==> src/rtl/vga_timing_pkg.sv <==
// vga_timing_pkg: default 640x480 VGA timing constants and counter widths.
package vga_timing_pkg;
   localparam int H_ACTIVE     = 640;
   localparam int H_FP         = 16;
   localparam int H_SYNC       = 96;
   localparam int H_BP         = 48;
   localparam int H_TOTAL      = H_ACTIVE + H_FP + H_SYNC + H_BP;
   localparam int H_SYNC_START = H_ACTIVE + H_FP;
   localparam int H_SYNC_END   = H_SYNC_START + H_SYNC - 1;
   localparam int V_ACTIVE     = 480;
   localparam int V_FP         = 10;
   localparam int V_SYNC       = 2;
   localparam int V_BP         = 33;
   localparam int V_TOTAL      = V_ACTIVE + V_FP + V_SYNC + V_BP;
   localparam int V_SYNC_START = V_ACTIVE + V_FP;
   localparam int V_SYNC_END   = V_SYNC_START + V_SYNC - 1;
   localparam int X_W          = 10;
   localparam int Y_W          = 10;
   localparam int CY_W         = 9;
endpackage

==> src/rtl/vga_sync_gen_if.sv <==
// vga_sync_gen_if: raster outputs of the sync generator; pix_ce input exists only with VGA_PIXEL_CE_EN.
interface vga_sync_gen_if;
   import vga_timing_pkg::*;
   logic             vga_h_sync;
   logic             vga_v_sync;
   logic             inDisplayArea;
   logic [X_W-1:0]   CounterX;
   logic [CY_W-1:0]  CounterY;
`ifdef VGA_PIXEL_CE_EN
   logic             pix_ce;
`endif
   modport master (
      output vga_h_sync, vga_v_sync, inDisplayArea, CounterX, CounterY
`ifdef VGA_PIXEL_CE_EN
      , input pix_ce
`endif
   );
   modport slave (
      input vga_h_sync, vga_v_sync, inDisplayArea, CounterX, CounterY
`ifdef VGA_PIXEL_CE_EN
      , output pix_ce
`endif
   );
endinterface

==> src/rtl/vga_sync_gen_wrap_counter.sv <==
// wrap_counter: modulo-N counter with increment enable and terminal-count flag.
module wrap_counter #(
   parameter int N = 800,
   parameter int W = 10
) (
   input  logic         clk,
   input  logic         rst,
   input  logic         en,
   output logic [W-1:0] count,
   output logic         tc
);
   localparam logic [W-1:0] LAST = W'(N - 1);
   assign tc = en && count == LAST;
   always_ff @(posedge clk or posedge rst)
      if (rst) count <= '0;
      else if (en) count <= tc ? '0 : count + 1'b1;
endmodule

==> src/rtl/vga_sync_gen.sv <==
// vga_sync_gen: free-running VGA raster timing generator.
// Define VGA_PIXEL_CE_EN to add a pix_ce enable so it can run from a faster system clock.
module vga_sync_gen
   import vga_timing_pkg::*;
#(
   parameter int HA  = H_ACTIVE,
   parameter int HFP = H_FP,
   parameter int HS  = H_SYNC,
   parameter int HBP = H_BP,
   parameter int VA  = V_ACTIVE,
   parameter int VFP = V_FP,
   parameter int VS  = V_SYNC,
   parameter int VBP = V_BP
) (
   input logic            clk,
   input logic            rst,
   vga_sync_gen_if.master vga
);
   localparam int HT = HA + HFP + HS + HBP;
   localparam int VT = VA + VFP + VS + VBP;
   localparam logic [X_W-1:0] HA_X  = X_W'(HA);
   localparam logic [X_W-1:0] HSS_X = X_W'(HA + HFP);
   localparam logic [X_W-1:0] HSE_X = X_W'(HA + HFP + HS - 1);
   localparam logic [Y_W-1:0] VA_Y  = Y_W'(VA);
   localparam logic [Y_W-1:0] VSS_Y = Y_W'(VA + VFP);
   localparam logic [Y_W-1:0] VSE_Y = Y_W'(VA + VFP + VS - 1);
   logic           ce, h_tc, v_tc;
   logic [X_W-1:0] x, x_nxt;
   logic [Y_W-1:0] y, y_nxt;
   logic           h_sync, v_sync, disp;
`ifdef VGA_PIXEL_CE_EN
   assign ce = vga.pix_ce;
`else
   assign ce = 1'b1;
`endif
   wrap_counter #(.N(HT), .W(X_W)) u_h (.clk(clk), .rst(rst), .en(ce),   .count(x), .tc(h_tc));
   wrap_counter #(.N(VT), .W(Y_W)) u_v (.clk(clk), .rst(rst), .en(h_tc), .count(y), .tc(v_tc));
   // Flags are decoded from the next position so they land together with the counters.
   assign x_nxt = h_tc ? '0 : x + X_W'(ce);
   assign y_nxt = v_tc ? '0 : y + Y_W'(h_tc);
   always_ff @(posedge clk or posedge rst)
      if (rst) begin
         h_sync <= 1'b1;
         v_sync <= 1'b1;
         disp   <= 1'b1;
      end else begin
         h_sync <= !(x_nxt >= HSS_X && x_nxt <= HSE_X);
         v_sync <= !(y_nxt >= VSS_Y && y_nxt <= VSE_Y);
         disp   <= x_nxt < HA_X && y_nxt < VA_Y;
      end
   assign vga.vga_h_sync    = h_sync;
   assign vga.vga_v_sync    = v_sync;
   assign vga.inDisplayArea = disp;
   assign vga.CounterX      = x;
   assign vga.CounterY      = y[CY_W-1:0];
endmodule

==> src/flat_wrapper.sv <==
// flat-port wrapper written by rule: the top's interface ports become plain ports
module vga_sync_gen_flat import vga_timing_pkg::*;
#(
   parameter int HA  = H_ACTIVE,
   parameter int HFP = H_FP,
   parameter int HS  = H_SYNC,
   parameter int HBP = H_BP,
   parameter int VA  = V_ACTIVE,
   parameter int VFP = V_FP,
   parameter int VS  = V_SYNC,
   parameter int VBP = V_BP
)
  (clk, rst, vga_vga_h_sync, vga_vga_v_sync, vga_inDisplayArea, vga_CounterX, vga_CounterY);
  vga_sync_gen_if vga_i ();
  input logic clk;
  input logic rst;
  output wire logic [$bits(vga_i.vga_h_sync)-1:0] vga_vga_h_sync;
  output wire logic [$bits(vga_i.vga_v_sync)-1:0] vga_vga_v_sync;
  output wire logic [$bits(vga_i.inDisplayArea)-1:0] vga_inDisplayArea;
  output wire logic [$bits(vga_i.CounterX)-1:0] vga_CounterX;
  output wire logic [$bits(vga_i.CounterY)-1:0] vga_CounterY;
  assign vga_vga_h_sync = vga_i.vga_h_sync;
  assign vga_vga_v_sync = vga_i.vga_v_sync;
  assign vga_inDisplayArea = vga_i.inDisplayArea;
  assign vga_CounterX = vga_i.CounterX;
  assign vga_CounterY = vga_i.CounterY;
  vga_sync_gen #(.HA(HA), .HFP(HFP), .HS(HS), .HBP(HBP), .VA(VA), .VFP(VFP), .VS(VS), .VBP(VBP)) u_core (.clk(clk), .rst(rst), .vga(vga_i));
endmodule
==> config.mk <==
export PLATFORM = sky130hd
export DESIGN_NAME = vga_sync_gen_flat
export DESIGN_NICKNAME = d
export VERILOG_FILES = /design/src/rtl/vga_timing_pkg.sv /design/src/rtl/vga_sync_gen_if.sv /design/src/rtl/vga_sync_gen_wrap_counter.sv /design/src/rtl/vga_sync_gen.sv /design/src/flat_wrapper.sv
export SDC_FILE = /design/constraint.sdc
export NUM_CORES = 1
export LEC_CHECK = 0
export BUFFER_PORTS_ARGS = -buffer_cell sky130_fd_sc_hd__buf_2
export CORE_MARGIN = 8
export CORE_UTILIZATION = 30
export CTS_CLUSTER_DIAMETER = 200
export DETAILED_ROUTE_END_ITERATION = 6
export GPL_TIMING_DRIVEN = 0
export HOLD_SLACK_MARGIN = 0.03
export SLEW_MARGIN = 40
export SYNTH_ARGS = -nofsm -noshare
export SYNTH_HDL_FRONTEND = slang
export SYNTH_SLANG_ARGS = --single-unit
==> constraint.sdc <==
create_clock -name clk -period 2.55 [get_ports clk]
set_input_delay 0.3825 -clock clk [delete_from_list [all_inputs] [get_ports clk]]
set_output_delay 0.3825 -clock clk [all_outputs]
set_load 0.1 [all_outputs]
[After elaboration in Yosys (flattened, before gate mapping)]
Index checks and enable logic that the tools add are counted.
Storage, ports and cells
  bits in registers: 23
  input port bits: 2
  output and inout bits: 22
  logic and storage cells: 25
Operators by class
  add/sub/neg operators: 3
  magnitude comparators: 6
  equality and inequality tests: 2
  muxes and demuxes: 3
  reductions and logical operators: 6
Operators by type and width (number)
  2-to-1 mux 10 bit: 3
  adder 10 x 1 -> 10 bit (second input constant): 2
  == test 10 bit (second input constant): 2
  adder 10 x 1 -> 10 bit: 1
  greater-or-equal comparator 10 bit (second input constant): 1
  greater-or-equal comparator 10 x 9 -> 1 bit (second input constant): 1
  <= comparator 10 bit (second input constant): 1
  <= comparator 10 x 9 -> 1 bit (second input constant): 1
  < comparator 10 bit (second input constant): 1
  < comparator 10 x 9 -> 1 bit (second input constant): 1
  logical AND 1 bit: 4
  logical NOT 1 bit: 2

[Depth between registers and ports, before layout]
  depth in word-level cells: 6
  gate-level depth with buffers: 11
  gate-level depth less buffers: 10

[By module]
From an unflattened synthesis, not the netlist that was laid out.
Second synthesis, totals
  cell total of the unflattened synthesis: 174
  area, all modules: 1584.0 um^2
Modules (own cells, without submodules)
  wrap_counter at u_core.u_h: times used 1, cells an instance 49, area an instance 534.3 um^2, seq. area each 250.2 um^2
  vga_sync_gen: times used 1, cells an instance 72, area an instance 533.0 um^2, seq. area each 78.8 um^2
  wrap_counter at u_core.u_v: times used 1, cells an instance 53, area an instance 516.7 um^2, seq. area each 250.2 um^2

[Least setup slack after synthesis]
Ideal clock, no wire load.
  path type: reg-to-reg
  start point: register u_core.u_h.count[0]
  end point: register u_core.v_sync (netlist: u_core.vga.vga_v_sync)
  library setup time: 0.082 ns
  data arrival time: 3.002 ns
  required time: 2.468 ns
  setup slack: -0.534 ns
  stages on the path, launching flop included: 11
  path buffers: 1
  period minus slack after synthesis: 3.084 ns
  cell sequence: dfrtp_1 -> ha_1 -> and4_1 -> buf_2 -> and4bb_2 -> ha_1 -> ha_1 -> nand2_1 -> o32ai_1 -> nand3_1 -> a211o_1
Between the ends
  cells in the longest elaborated chain, start to end: 6
  elaborated cells between the ends (all ways): 8
  classes of those cells: 1 x add/sub; 2 x order compare; 1 x eq/ne; 1 x mux; 3 x reduce/logical
Ends and longest elaborated chain
  start, declared: line vga_sync_gen_wrap_counter.sv:9  | output logic [W-1:0] count,
  start signal, assigned: line vga_sync_gen_wrap_counter.sv:16  | else if (en) count <= tc ? '0 : count + 1'b1;
  == test 10 bit (*): line vga_sync_gen_wrap_counter.sv:13  | assign tc = en && count == LAST;
  adder 10 x 1 -> 10 bit / logical AND 1 bit (equally long branches): line vga_sync_gen.sv:40, vga_sync_gen_wrap_counter.sv:13
  2-to-1 mux 10 bit (*): line vga_sync_gen.sv:40  | assign y_nxt = v_tc ? '0 : y + Y_W'(h_tc);
  greater-or-equal comparator 10 x 9 -> 1 bit / <= comparator 10 x 9 -> 1 bit (equally long branches): line vga_sync_gen.sv:48  | v_sync <= !(y_nxt >= VSS_Y && y_nxt <= VSE_Y);
  logical AND 1 bit (*): line vga_sync_gen.sv:48
  logical NOT 1 bit (*): line vga_sync_gen.sv:48
  end signal, assigned: line vga_sync_gen.sv:48
  end, declared: line vga_sync_gen.sv:30  | logic h_sync, v_sync, disp;
Every way passes the cells marked *; elsewhere a longest branch is shown, timed or not.
A chain may end at the register's enable or synchronous reset.

[Worst setup path in the final report]
Ends and elaborated chain as after synthesis.

==> flow_summary_export.csv <==
group,metric,value,unit
run,cap_viol_max_count,0,
global_route,use_met2,0.145,
routing,drtAntennaViolNets,0,
power_and_ir_drop,p_int,0.477,mW
power_and_ir_drop,power,0.604,mW
finish,final_cell_mix,"buf_2, nand2_1, buf_4",
yosys,ys_ff_latch,23,
routing,viasPerCell,5.13,
global_route,grt_max_degree,24,
place,numPortBuffers,23,
sta,setup_viol,0,
power_and_ir_drop,p_leak,0.739,nW
finish,final_area,0.00175,sq mm
power_and_ir_drop,ir_worst_vdd,0.000258,V
routing,drt-total-wl,3.16,mm
power_and_ir_drop,p_sw,0.128,mW
floorplanning,fp-row-count,25,
place,gp_congestion,0.908,
critical_path,crit_required,2750,ps
sta,worst_pin_slew,484,ps
routing,drt-initial-drc-count,149,
sta,fmax,409,MHz
global_route,grt_usage,0.0886,
finish,drive_above_1_share,0.374,
finish,multiInputGateArea,771,sq um
routing,drc,0,
critical_path,crit_arrival,2640,ps
power_and_ir_drop,power.share.switching,0.211,
yosys,synth_ff_type,"dfrtp_1",
global_route,met1_usage,0.108,
sta,fin_ws,107,ps
sta,slew_viol_final,0,
cts,clkLatencyLatePin,270,ps
sta,clock_skew,2.89,ps
floorplanning,die-area,0.00721,sq mm
critical_path,end_kind,"flop",
yosys,yosysSeqAreaShare,0.406,
yosys,async_flop_share,1.00,
place,dpl_cell_area,0.00165,sq mm
floorplanning,die_w,84.9,microns
power_and_ir_drop,combPwrFrac,0.013,
global_route,top_usage_layer,"met2",
critical_path,cp_max_fo,6,
outcome,status,"finished clean",
global_route,antenna_found_initial,0,
cts,ctsLongestPathBuffers,2,
floorplanning,die_h,84.9,microns
sta,whs,127,ps
sta,hold_viol_final,0,
yosys,syn_area,0.00143,sq mm
cts,cts-buffers-inserted,3,
routing,drt-pass1-iter-count,4,
cts,cts_tree,"done",
sta,fin_crit,2440,ps
yosys,syn-num-nets,161,
finish,seq_area,596,sq um
yosys,yosys.cell_types.count,42,
global_route,grt_pass1_vias,1172,
yosys,ys.warnings.count,0,
cts,cts_sinks,23,
yosys,synth-edff-count,0,
floorplanning,start_util,0.306,
power_and_ir_drop,seqPwrFrac,0.603,
global_route,grt_remaining_overflow,0,
cts,path_clk_slew,80,ps
yosys,avgSynthCellArea,9.31,sq um
sta,tns,0,ps
floorplanning,io_pins,24,
sta,slew_headroom,0.677,
yosys,syn_inst,153,
finish,nets,191,
global_route,grt_first_pass_wirelength,5.30,mm
power_and_ir_drop,power_density,346,mW/mm^2
routing,vias,1210,
routing,routedWlPerCell,13.4,microns
floorplanning,core,0.00466,sq mm
cts,h-tree-depth,1,
cts,cts_root_buf,"clkbuf_8",
finish,nFillCells,473,
sta,period_share,0.958,
min_path,hp-class,"in2async",
critical_path,crit_type,"reg2reg",
place,post-place-ws,60.0,ps
finish,layout_commonest_cell,"buf_2",
critical_path,critPathLaunchType,"flop",
power_and_ir_drop,clockPowerShare,0.384,
global_route,gr-usage-met3,0.0347,
finish,syn2layout_area_growth,22.6,%
finish,antenna_cells,0,
place,hpwl,2.26,mm
==> power by group through the flow <==
stage               registers [mW]  logic (mW)  clock network, mW
floorplan                    0.372     0.00539                  0
global placement             0.372     0.00843                  0
detailed placement           0.372     0.00888                  0
CTS                          0.365     0.00883              0.244
global route                 0.365      0.0101              0.258
finish                       0.364     0.00787              0.232
==> cell usage after synthesis (5+ instances only) <==
master     n  area, sq um
clkbuf_1   5         18.8
nand3_1    6         30.0
buf_4     10         75.1
inv_1      9         33.8
xor2_1     5         43.8
nand4_1    6         37.5
dfrtp_1   20          500
nor2_1     7         26.3
o21ai_1    5         25.0
nand2_1   15         56.3
xnor2_1    5         43.8
ha_1       6         75.1
==> logic make-up after synthesis <==
family | Yosys count | share of synthesized area
XOR/XNOR | 10 | 0.0615
AND/OR/NAND/NOR | 58 | 0.234
multiplexers | 2 | 0.0149
buffers and inverters | 26 | 0.0966
AO/OA/AOI/OAI | 28 | 0.134
flip-flops | 23 | 0.407
adder cells (fa/ha/maj) | 6 | 0.0527
==> path summary, 6_finish.rpt <==
path	startpoint	end	slack (ps)	depth (start not counted)
setup / recovery	u_core.u_h.count[0]	u_core.vga.vga_v_sync	110	11
hold / removal	rst	u_core.u_v.count[6]	130	2
setup reg to reg	u_core.u_h.count[0]	u_core.vga.vga_v_sync	110	11
hold reg to reg	u_core.u_h.count[0]	u_core.u_h.count[0]	530	1
max in group asynchronous	rst	u_core.u_h.count[1]	2050	2
min in group clk	u_core.u_h.count[0]	u_core.u_h.count[0]	530	1
==> layer usage <==
metal / vias up / part of all wire
li1: 591 / -
met2: 46 / 0.47
met4: 0 / 0.0066
met1: 565 / 0.45
met3: 8 / 0.070
met5: - / 0
==> registers in the layout (all words and copies together) (netlist names) <==
name / cells
u_core.u_h.count: 10
u_core.u_v.count: 10
u_core.vga.inDisplayArea: 1
u_core.vga.vga_h_sync: 1
u_core.vga.vga_v_sync: 1
==> repair_timing <==
action | CTS | global route
resized for setup | 0 | 7
setup buffers | 0 | 2
setup endpoints to repair | 0 | 2
hold buffers | 0 | 0
==> area by class of cell <==
| cell class | count | area share |
|---|---|---|
| Inverter | 9 | 0.0193 |
| Clock buffer | 4 | 0.0258 |
| Sequential cell | 23 | 0.341 |
| Tap cell | 54 | 0.0387 |
| Multi-Input combinational cell | 104 | 0.441 |
| Timing Repair Buffer | 25 | 0.0745 |
| Buffer | 17 | 0.0595 |
==> critical path, stage by stage, from the launching register on <==
cell and delay [ps]:
dfrtp_4 510, ha_4 170, and4_1 170, buf_2 150, and4bb_2 260, ha_4 190, ha_4 180, a21oi_2 130
o21ai_2 70, o32ai_2 160, nand3_1 110, a211o_1 270
==> through the flow <==
stage           util  std cells
2_1_floorplan      -        153
3_3_place_gp   0.354        230
3_5_place_dp   0.354        230
4_1_cts        0.363        234
5_1_grt        0.375        236
6_report       0.375        236
Note: power is estimated with default switching activity, not from simulation.
